### config.mk
export PLATFORM = sky130hd
export DESIGN_NAME = mem_req_arbiter_2port
export DESIGN_NICKNAME = d
export VERILOG_FILES = /design/src/rtl/mem_req_arbiter_2port_pkg.sv /design/src/rtl/mem_arb_tag_fifo.sv /design/src/rtl/mem_req_arbiter_2port.sv
export SDC_FILE = /design/constraint.sdc
export NUM_CORES = 1
export LEC_CHECK = 0
export BUFFER_PORTS_ARGS = -buffer_cell sky130_fd_sc_hd__buf_4
export CAP_MARGIN = 20
export CORE_AREA = 2 2 150 152
export CTS_CLUSTER_SIZE = 25
export DETAILED_ROUTE_END_ITERATION = 6
export DIE_AREA = 0 0 152 154
export HOLD_SLACK_MARGIN = 0.03
export PLACE_DENSITY = 0.36
export REMOVE_ABC_BUFFERS = 1
export SETUP_SLACK_MARGIN = 0.1
export SYNTH_ARGS = -nofsm -noshare
export SYNTH_HDL_FRONTEND = slang
export SYNTH_SLANG_ARGS = --single-unit
export TNS_END_PERCENT = 100
### constraint.sdc
create_clock -name clk -period 6.76 [get_ports clk]
set_clock_uncertainty 0.1 [all_clocks]
set_input_delay 1.352 -clock clk [delete_from_list [all_inputs] [get_ports clk]]
set_output_delay 1.352 -clock clk [all_outputs]
set_load 0.05 [all_outputs]
### src/rtl/mem_req_arbiter_2port_pkg.sv
`default_nettype none
// ============================================================================
//  Module   : mem_req_arbiter_2port_pkg
//  Purpose  : Shared definitions for the two-port memory request arbiter:
//             requester IDs, reset level and the grant-selection helper.
//  Revision : 1.0  initial release
// ============================================================================
package mem_req_arbiter_2port_pkg;

    // Requester identifier as stored in the tag FIFO.
    typedef logic arb_id_t;

    localparam arb_id_t ARB_ID_IMEM  = 1'b0;
    localparam arb_id_t ARB_ID_DMEM  = 1'b1;

    // Level of the reset input that holds the block in reset.
    localparam logic    RESET_ACTIVE = 1'b0;

    // Picks the granted requester. A lone requester always wins; on a tie
    // (or when nobody asks) the caller-supplied preferred ID is returned, so
    // the tie policy (round-robin or fixed) lives entirely in the caller.
    function automatic arb_id_t arb_grant(
        input logic    i_val0,
        input logic    i_val1,
        input arb_id_t i_tie_winner
    );
        arb_id_t w_id;
        if (i_val0 && !i_val1) begin
            w_id = ARB_ID_IMEM;
        end else if (!i_val0 && i_val1) begin
            w_id = ARB_ID_DMEM;
        end else begin
            w_id = i_tie_winner;
        end
        return w_id;
    endfunction

endpackage : mem_req_arbiter_2port_pkg
`default_nettype wire

### src/rtl/mem_arb_tag_fifo.sv
`default_nettype none
// ============================================================================
//  Module   : mem_arb_tag_fifo
//  Purpose  : In-order FIFO of 1-bit requester IDs. One entry is pushed per
//             accepted memory request and popped per delivered response, so
//             the head always names the owner of the next response.
//  Ports    : clk        - clock, all state changes on posedge
//             reset      - synchronous, active-low
//             i_enq      - push i_enq_data (caller never pushes when full
//                          unless it pops in the same cycle)
//             i_enq_data - requester ID to push
//             i_deq      - pop the head entry (caller never pops when empty)
//             o_full     - DEPTH entries held
//             o_empty    - no entries held
//             o_head     - ID at the read pointer
//             o_count    - number of entries held (0..DEPTH)
//  Revision : 1.0  initial release
// ============================================================================
module mem_arb_tag_fifo
    import mem_req_arbiter_2port_pkg::*;
#(
    parameter int DEPTH = 4     // power of two, at least 2
)(
    input  logic                       clk,
    input  logic                       reset,
    input  logic                       i_enq,
    input  logic                       i_enq_data,
    input  logic                       i_deq,
    output logic                       o_full,
    output logic                       o_empty,
    output logic                       o_head,
    output logic [$clog2(DEPTH+1)-1:0] o_count
);

    localparam int c_PTR_W = $clog2(DEPTH);
    localparam int c_CNT_W = $clog2(DEPTH+1);

    logic [DEPTH-1:0]   r_mem;
    logic [c_PTR_W-1:0] r_wr_ptr;
    logic [c_PTR_W-1:0] r_rd_ptr;
    logic [c_CNT_W-1:0] r_count;

    // DEPTH is a power of two, so the pointers wrap by natural overflow.
    always_ff @(posedge clk) begin
        if (reset == RESET_ACTIVE) begin
            r_mem    <= '0;
            r_wr_ptr <= '0;
            r_rd_ptr <= '0;
            r_count  <= '0;
        end else begin
            if (i_enq) begin
                r_mem[r_wr_ptr] <= i_enq_data;
                r_wr_ptr        <= r_wr_ptr + c_PTR_W'(1);
            end
            if (i_deq) begin
                r_rd_ptr <= r_rd_ptr + c_PTR_W'(1);
            end
            // Simultaneous push and pop leaves the occupancy unchanged,
            // which is what lets a full FIFO accept a tag while draining.
            case ({i_enq, i_deq})
                2'b10:   r_count <= r_count + c_CNT_W'(1);
                2'b01:   r_count <= r_count - c_CNT_W'(1);
                default: r_count <= r_count;
            endcase
        end
    end

    assign o_full  = (r_count == c_CNT_W'(DEPTH));
    assign o_empty = (r_count == '0);
    assign o_head  = r_mem[r_rd_ptr];
    assign o_count = r_count;

endmodule : mem_arb_tag_fifo
`default_nettype wire

### src/rtl/mem_req_arbiter_2port.sv
`default_nettype none
// ============================================================================
//  Module   : mem_req_arbiter_2port
//  Purpose  : Shares one val/rdy memory port between the instruction-fetch
//             requester (port 0, imem) and the data requester (port 1, dmem).
//             Requests are arbitrated and forwarded combinationally; the
//             winner's ID is queued so in-order responses are steered back
//             to the requester that issued them.
//  Ports    : clk, reset (synchronous, active-low)
//             req0_*  / resp0_*   imem request in / response out
//             req1_*  / resp1_*   dmem request in / response out
//             memreq_* / memresp_* shared downstream port (in-order memory)
//  Config   : `define MEM_REQ_ARBITER_DMEM_PRIORITY_EN selects fixed
//             priority (dmem wins every tie); otherwise ties alternate
//             round-robin, imem first after reset.
//  Revision : 1.0  initial release
// ============================================================================
module mem_req_arbiter_2port
    import mem_req_arbiter_2port_pkg::*;
#(
    // Defaults match VC_MEM_REQ_MSG_NBITS(8,32,32) and
    // VC_MEM_RESP_MSG_NBITS(8,32).
    parameter int REQ_NBITS       = 77,
    parameter int RESP_NBITS      = 47,
    parameter int MAX_OUTSTANDING = 4     // power of two, at least 2
)(
    input  logic                  clk,
    input  logic                  reset,

    input  logic [REQ_NBITS-1:0]  req0_msg,
    input  logic                  req0_val,
    output logic                  req0_rdy,

    input  logic [REQ_NBITS-1:0]  req1_msg,
    input  logic                  req1_val,
    output logic                  req1_rdy,

    output logic [RESP_NBITS-1:0] resp0_msg,
    output logic                  resp0_val,
    input  logic                  resp0_rdy,

    output logic [RESP_NBITS-1:0] resp1_msg,
    output logic                  resp1_val,
    input  logic                  resp1_rdy,

    output logic [REQ_NBITS-1:0]  memreq_msg,
    output logic                  memreq_val,
    input  logic                  memreq_rdy,

    input  logic [RESP_NBITS-1:0] memresp_msg,
    input  logic                  memresp_val,
    output logic                  memresp_rdy
);

    // ------------------------------------------------------------------
    // Internal nets
    // ------------------------------------------------------------------
    logic                               w_run;
    arb_id_t                            w_tie_winner;
    arb_id_t                            w_grant;
    logic                               w_any_req;
    logic                               w_can_issue;
    logic                               w_issue_ok;
    logic                               w_enq_fire;
    logic                               w_deq_fire;
    logic                               w_has_tag;
    logic                               w_head_rdy;
    logic                               w_tag_full;
    logic                               w_tag_empty;
    arb_id_t                            w_tag_head;
    // Occupancy is covered by full/empty here; the count is left dangling.
    logic [$clog2(MAX_OUTSTANDING+1)-1:0] w_tag_count_unused;

    // Every val/rdy output is held low while reset is asserted.
    assign w_run = (reset != RESET_ACTIVE);

    // ------------------------------------------------------------------
    // Tie policy
    // ------------------------------------------------------------------
`ifdef MEM_REQ_ARBITER_DMEM_PRIORITY_EN
    assign w_tie_winner = ARB_ID_DMEM;
`else
    logic r_last_grant;

    // Only a completed handshake moves the pointer, so a winner stalled by
    // memreq_rdy=0 keeps its grant until it is accepted.
    always_ff @(posedge clk) begin
        if (reset == RESET_ACTIVE) begin
            r_last_grant <= ARB_ID_DMEM;     // imem wins the first tie
        end else if (w_enq_fire) begin
            r_last_grant <= w_grant;
        end
    end

    assign w_tie_winner = ~r_last_grant;
`endif

    assign w_grant   = arb_grant(req0_val, req1_val, w_tie_winner);
    assign w_any_req = req0_val || req1_val;

    // ------------------------------------------------------------------
    // Response routing (head of the tag FIFO owns memresp)
    // ------------------------------------------------------------------
    assign w_has_tag   = ~w_tag_empty;
    assign w_head_rdy  = (w_tag_head == ARB_ID_IMEM) ? resp0_rdy : resp1_rdy;

    // With no tag outstanding a response has no owner: hold it off.
    assign memresp_rdy = w_run && w_has_tag && w_head_rdy;
    assign w_deq_fire  = memresp_val && memresp_rdy;

    assign resp0_val   = w_run && memresp_val && w_has_tag && (w_tag_head == ARB_ID_IMEM);
    assign resp1_val   = w_run && memresp_val && w_has_tag && (w_tag_head == ARB_ID_DMEM);
    assign resp0_msg   = memresp_msg;
    assign resp1_msg   = memresp_msg;

    // ------------------------------------------------------------------
    // Request forwarding
    // ------------------------------------------------------------------
    // A slot freed by a same-cycle response is reusable immediately.
    assign w_can_issue = ~w_tag_full || w_deq_fire;

    assign memreq_val  = w_run && w_can_issue && w_any_req;
    assign memreq_msg  = !memreq_val               ? '0       :
                         (w_grant == ARB_ID_DMEM)  ? req1_msg : req0_msg;

    assign w_issue_ok  = w_run && w_can_issue && memreq_rdy;
    assign req0_rdy    = w_issue_ok && (w_grant == ARB_ID_IMEM);
    assign req1_rdy    = w_issue_ok && (w_grant == ARB_ID_DMEM);

    assign w_enq_fire  = memreq_val && memreq_rdy;

    // ------------------------------------------------------------------
    // In-order tag FIFO
    // ------------------------------------------------------------------
    mem_arb_tag_fifo #(
        .DEPTH      (MAX_OUTSTANDING)
    ) u_tag_fifo (
        .clk        (clk),
        .reset      (reset),
        .i_enq      (w_enq_fire),
        .i_enq_data (w_grant),
        .i_deq      (w_deq_fire),
        .o_full     (w_tag_full),
        .o_empty    (w_tag_empty),
        .o_head     (w_tag_head),
        .o_count    (w_tag_count_unused)
    );

endmodule : mem_req_arbiter_2port
`default_nettype wire

# --- Word level (Yosys, flattened, before mapping) ---
# Index checks and enable logic that the tools add are counted.
totals:
  regBits: 12
  latch_bits: 0
  ram_bits: 0
  mem_bits_ro: 0
  inputBits: 209
  output_inout_bits: 177
  elab_cells: 53
  memories: 0
classes:
  n_addsub: 4
  mul: 0
  div: 0
  magnitude_cmp: 3
  n_eq_ne: 3
  shifts: 0
  muxes: 11
  bitwise_logic: 5
  reduce_logical: 22
ops:
  columns: ["cell", "n"]
  rows:
  - ["$mux 77", 2]
  - ["$logic_and 1x1->1", 16]
  - ["$lt 2x3->1 const B", 2]
  - ["$pmux 3 s2", 1]
  - ["$mux 1", 5]
  - ["$not 1->1", 5]
  - ["$add 2x1->2 const B", 2]
  - ["$bwmux 4", 1]
  - ["$add 3x1->3 const B", 1]
  - ["$eq 3x3->1 const B", 1]
  - ["$logic_not 3->1", 1]
  - ["$sub 3x1->3 const B", 1]
  - ["$bmux 1 s2", 1]
  - ["$demux 1 s2", 1]
  - ["$eq 2x1->1 const B", 1]
  - ["$eq 2x2->1 const B", 1]
  - ["$ge 2x1->1 const B", 1]
  - ["$logic_not 1->1", 2]
  - ["$logic_or 1x1->1", 2]
  - ["$reduce_bool 2->1", 1]

# --- Longest topological paths before layout ---
logic_depth:
  word_depth: 11
  mapped_depth: 11
  ltp_nobuf: 11

# --- By module ---
# From an unflattened synthesis, not the netlist that was laid out.
unflattened:
  hier_cells: 438
  area_unflattened_um2: 2615.0
by_module_without_submodules:
  columns: ["mod", "n_inst", "cells_each", "area_per_inst_um2", "seq_area_each_um2"]
  rows:
  - ["mem_req_arbiter_2port", 1, 376, 2044.5, 20.0]
  - ["mem_arb_tag_fifo", 1, 62, 570.5, 220.2]

# --- Worst setup path after synthesis ---
# Ideal clock, no wire load.
synth_path:
  path_kind: "input to output"
  start: "input port req0_val"
  end: "output port memreq_msg[42]"
  t_arrival_ps: 3243
  required_time_ps: 5308
  setup_slack_ps: 2065
  stages: 6
  n_path_buf: 2
  cell_sequence: "nand2b_1 -> a21oi_1 -> clkbuf_1 -> clkbuf_1 -> nand2_1 -> a21oi_1"
synth_via:
  elab_chain_len: 6
  elab_cells_between_ends: 9
  cone_classes: "mux (4); reduce/logical (5)"
synth_rtl:
  columns: ["item", "line", "rtl"]
  rows:
  - ["start: declaration", "mem_req_arbiter_2port.sv:31", "input logic req0_val,"]
  - ["$logic_not 1->1", "mem_req_arbiter_2port_pkg.sv:30", "end else if (!i_val0 && i_val1) begin"]
  - ["$logic_and 1x1->1", "mem_req_arbiter_2port_pkg.sv:30", null]
  - ["$mux 1", "mem_req_arbiter_2port_pkg.sv:30", null]
  - ["$mux 1", "mem_req_arbiter_2port_pkg.sv:28", "if (i_val0 && !i_val1) begin"]
  - ["$mux 77", "mem_req_arbiter_2port.sv:124", "(w_grant == ARB_ID_DMEM) ? req1_msg : req0_msg;"]
  - ["$mux 77 *", "mem_req_arbiter_2port.sv:123", "assign memreq_msg = !memreq_val ? '0 :"]
  - ["end: declaration", "mem_req_arbiter_2port.sv:46", "output logic [REQ_NBITS-1:0] memreq_msg,"]
# Mark *: on every way between the ends. The rest lies on a longest branch, timed or not.

# --- Worst setup path in the final report ---
layout_path:
  start: "input port reset"
  end: "output port memreq_msg[37]"
layout_via:
  elab_chain_len: 7
layout_rtl:
  columns: ["item", "line", "rtl"]
  rows:
  - ["start: declaration", "mem_req_arbiter_2port.sv:28", "input logic reset,"]
  - ["$logic_and 1x1->1 (2 in series)", "mem_req_arbiter_2port.sv:108", "assign memresp_rdy = w_run && w_has_tag && w_head_rdy;"]
  - ["$logic_and 1x1->1", "mem_req_arbiter_2port.sv:109", "assign w_deq_fire = memresp_val && memresp_rdy;"]
  - ["$logic_or 1x1->1", "mem_req_arbiter_2port.sv:120", "assign w_can_issue = ~w_tag_full || w_deq_fire;"]
  - ["$logic_and 1x1->1 * (2 in series)", "mem_req_arbiter_2port.sv:122", "assign memreq_val = w_run && w_can_issue && w_any_req;"]
  - ["$mux 77 *", "mem_req_arbiter_2port.sv:123", null]
# Marked as above.

==> impl_metrics.tcl <==
set metrics [dict create \
    drc 0 \
    cts_hold_buf 0 \
    powerDensity_nw_per_um2 144 \
    drive_gt1_share_pct 46.3 \
    drtIter0Drc 226 \
    syn_to_final_growth_pct 59.6 \
    relSlewSlack_pct 44.2 \
    critPathMaxFanout 73 \
    post-route-period-util_pct 76.0 \
    grt_use_total_pct 13.4 \
    power.total_mw 0.578 \
    setup_viol 0 \
    swShare_pct 47.5 \
    fmax_mhz 195 \
    start_kind "primary input" \
    vias_per_cell 3.97 \
    required_ns 5.31 \
    yosysUniqueCellTypes 33 \
    crit_chain "buf_4, nand3b_1, o2111ai_2, o211ai_4, buf_4, a21oi_1, buf_4" \
    die_w_microns 152 \
    cts.reportedPaths.clkPinSlew_ns 0.04 \
    antenna_left 0 \
    place.gp.congestion 0.748 \
    layout_common_cells "247 x buf_4, 161 x nand2_1, 80 x a21oi_1, 12 x dfxtp_1, 8 x nor2_1" \
    met3_usage_pct 9.67 \
    core_area_sq_um 21700 \
    post_cts_resized 0 \
    die_area_sq_um 23400 \
    cp.arrival_ns 3.69 \
    clkLatencyLatePin_ns 0.24 \
    portBuffers 244 \
    maxSlewViolCount 0 \
    die_height_microns 154 \
    outcome "complete, no violations" \
    critPathCaptureType "primary output" \
    grt_setup_unrepaired "false" \
    htree_levels 1 \
    netlist_area_sq_um 2510 \
    ir_drop_mv 0.0946 \
    crit_top_cell "buf_4" \
    vias 3350 \
    met1_usage_pct 16.4 \
    path_class "primary input to primary output" \
    cts_tree "yes" \
    num_io_pins 386 \
    p_int_mw 0.303 \
    power.leakage_nw 2.00 \
    grt_overflow 0 \
    busiest_layer "met2" \
    final_nets 780 \
    crit_path_top_delay_cell "o2111ai_2" \
    hold_viol_final 0 \
    grt_pass1_wl_microns 23100 \
    drv_cap 0 \
    diodes 0 \
    grt_max_degree 74 \
    tns_ns 0 \
    cts.sinks 12 \
    ys_warn_count 0 \
    seq_power_share_pct 13.5 \
    ctsLongestPathBuffers 2 \
    placed_area_sq_um 3920 \
    first_global_vias 3141 \
    wl_per_cell_microns 20.1 \
    setup_ws_ns 1.62 \
    rows 54 \
    hold-worst-slack_ns 0.389 \
    stdcell_area_sq_um 4010 \
    use_met2_pct 18.6 \
    cts_buffers 3 \
    synth_seq_cells 12 \
    power_frac_comb_pct 65.6 \
    cpPeakStageDelay_ns 0.65 \
    cts_root_buf "clkbuf_16" \
    pwr-share-clk_pct 21.0 \
    antenna_found_initial 0 \
    path_buf_inv 3 \
    switching_power_mw 0.275 \
    hpwl_microns 13500 \
    drtPass1Iterations 4 \
    crit_family "compound AO/OA/AOI/OAI gates" \
    final_common_cell "buf_4" \
    start_util_pct 11.6 \
    hold_class "register to register" \
    syn_inst 433 \
    post_cts_buffers 0 \
    wl_microns 17000 \
    worst_pin_slew_ns 0.837 \
    place_ws_ns 1.64 \
    min_period_ns 5.14 \
    ys_seq_area_share_pct 9.56 \
    synth_area_per_cell_sq_um 5.80 \
]
cell usage after synthesis (all sizes together):
cell	number	area share [%]
fa	1	0.80
clkbuf	18	2.7
nand3b	1	0.30
a21o	1	0.30
mux2i	2	0.80
nand4	2	0.50
nand2b	1	0.25
ha	5	2.5
dfxtp	12	9.6
xnor2	1	0.35
nand3	2	0.40
inv	7	1.0
a31o	4	1.4
o21a	1	0.30
nor3	2	0.40
or3	1	0.25
nand2	161	24
a21oi	81	16
o2111ai	1	0.60
mux4	1	0.90
buf	103	31
o211ai	1	0.50
a311oi	1	0.35
xor2	2	0.70
and2	1	0.25
o31ai	1	0.30
and3	1	0.25
a31oi	5	1.2
o21ai	3	0.60
nor2	8	1.2
nor2b	2	0.50
power groups by stage:
stage                     combinational [mW]  sequential [mW]  clock [mW]
after floorplan                        0.218           0.0778           0
after global placement                 0.386           0.0791           0
after detailed placement               0.383           0.0790           0
after CTS                              0.384           0.0777       0.123
after global routing                   0.405           0.0782       0.128
final                                  0.379           0.0777       0.121
state kept, by name, summed over array words and instances, names as in the netlist:
name and cells:
r_last_grant 1, u_tag_fifo.o_count 3, u_tag_fifo.r_wr_ptr 2, u_tag_fifo.r_mem 4, u_tag_fifo.r_rd_ptr 2
worst register-to-register path, delay by kind of cell, from the launching register on:
kind | cells | cell delay (ns)
buffers and inverters | 1 | 0.06
multiplexers | 2 | 0.85
AO/OA/AOI/OAI | 3 | 0.63
XOR/XNOR | 1 | 0.16
adder cells (fa/ha/maj) | 2 | 0.57
AND/OR/NAND/NOR | 2 | 0.69
flip-flops | 1 | 0.36
cell type report:
type / instances / area (sq um)
Fill cell: 2534 / 17700
Timing Repair Buffer: 248 / 1870
Multi-Input combinational cell: 293 / 1430
Tap cell: 280 / 350
Sequential cell: 12 / 240
Clock buffer: 4 / 88.8
Inverter: 7 / 26.3
path summary, 6_finish.rpt:
check | from | end | slack [ns] | cells past startpoint
worst max-delay path | reset | memreq_msg[37] | 1.62 | 7
worst max register to register | u_tag_fifo.r_rd_ptr[1]$_SDFFE_PN0P_ | u_tag_fifo.o_count[2]$_SDFFE_PN0P_ | 3.27 | 11
worst min register to register | u_tag_fifo.r_rd_ptr[1]$_SDFFE_PN0P_ | u_tag_fifo.r_rd_ptr[1]$_SDFFE_PN0P_ | 0.39 | 1
worst min-delay path | u_tag_fifo.r_rd_ptr[1]$_SDFFE_PN0P_ | u_tag_fifo.r_rd_ptr[1]$_SDFFE_PN0P_ | 0.39 | 1
per-layer routing:
metal  up-vias  wire, microns
li1       1569              -
met1      1475           7040
met2       288           7040
met3        14           2660
met4         4             82
met5         -            138
through the flow:
| step | util [%] | std cells |
|---|---|---|
| 2_1_floorplan | - | 312 |
| 3_3_place_gp | 18.1 | 840 |
| 3_5_place_dp | 18.1 | 840 |
| 4_1_cts | 18.5 | 844 |
| 5_1_grt | 18.5 | 844 |
| 6_report | 18.5 | 844 |
kinds of logic after synthesis:
kind of cell	synth area share, %
xor gates and xnor gates	1.05
DFF	9.56
AOI/OAI and AO/OA	21.7
buffers and inverters	34.4
adders and majority gates	3.29
and+or+nand+nor	28.3
muxes	1.69
Note: power is estimated with default switching activity, not from simulation.
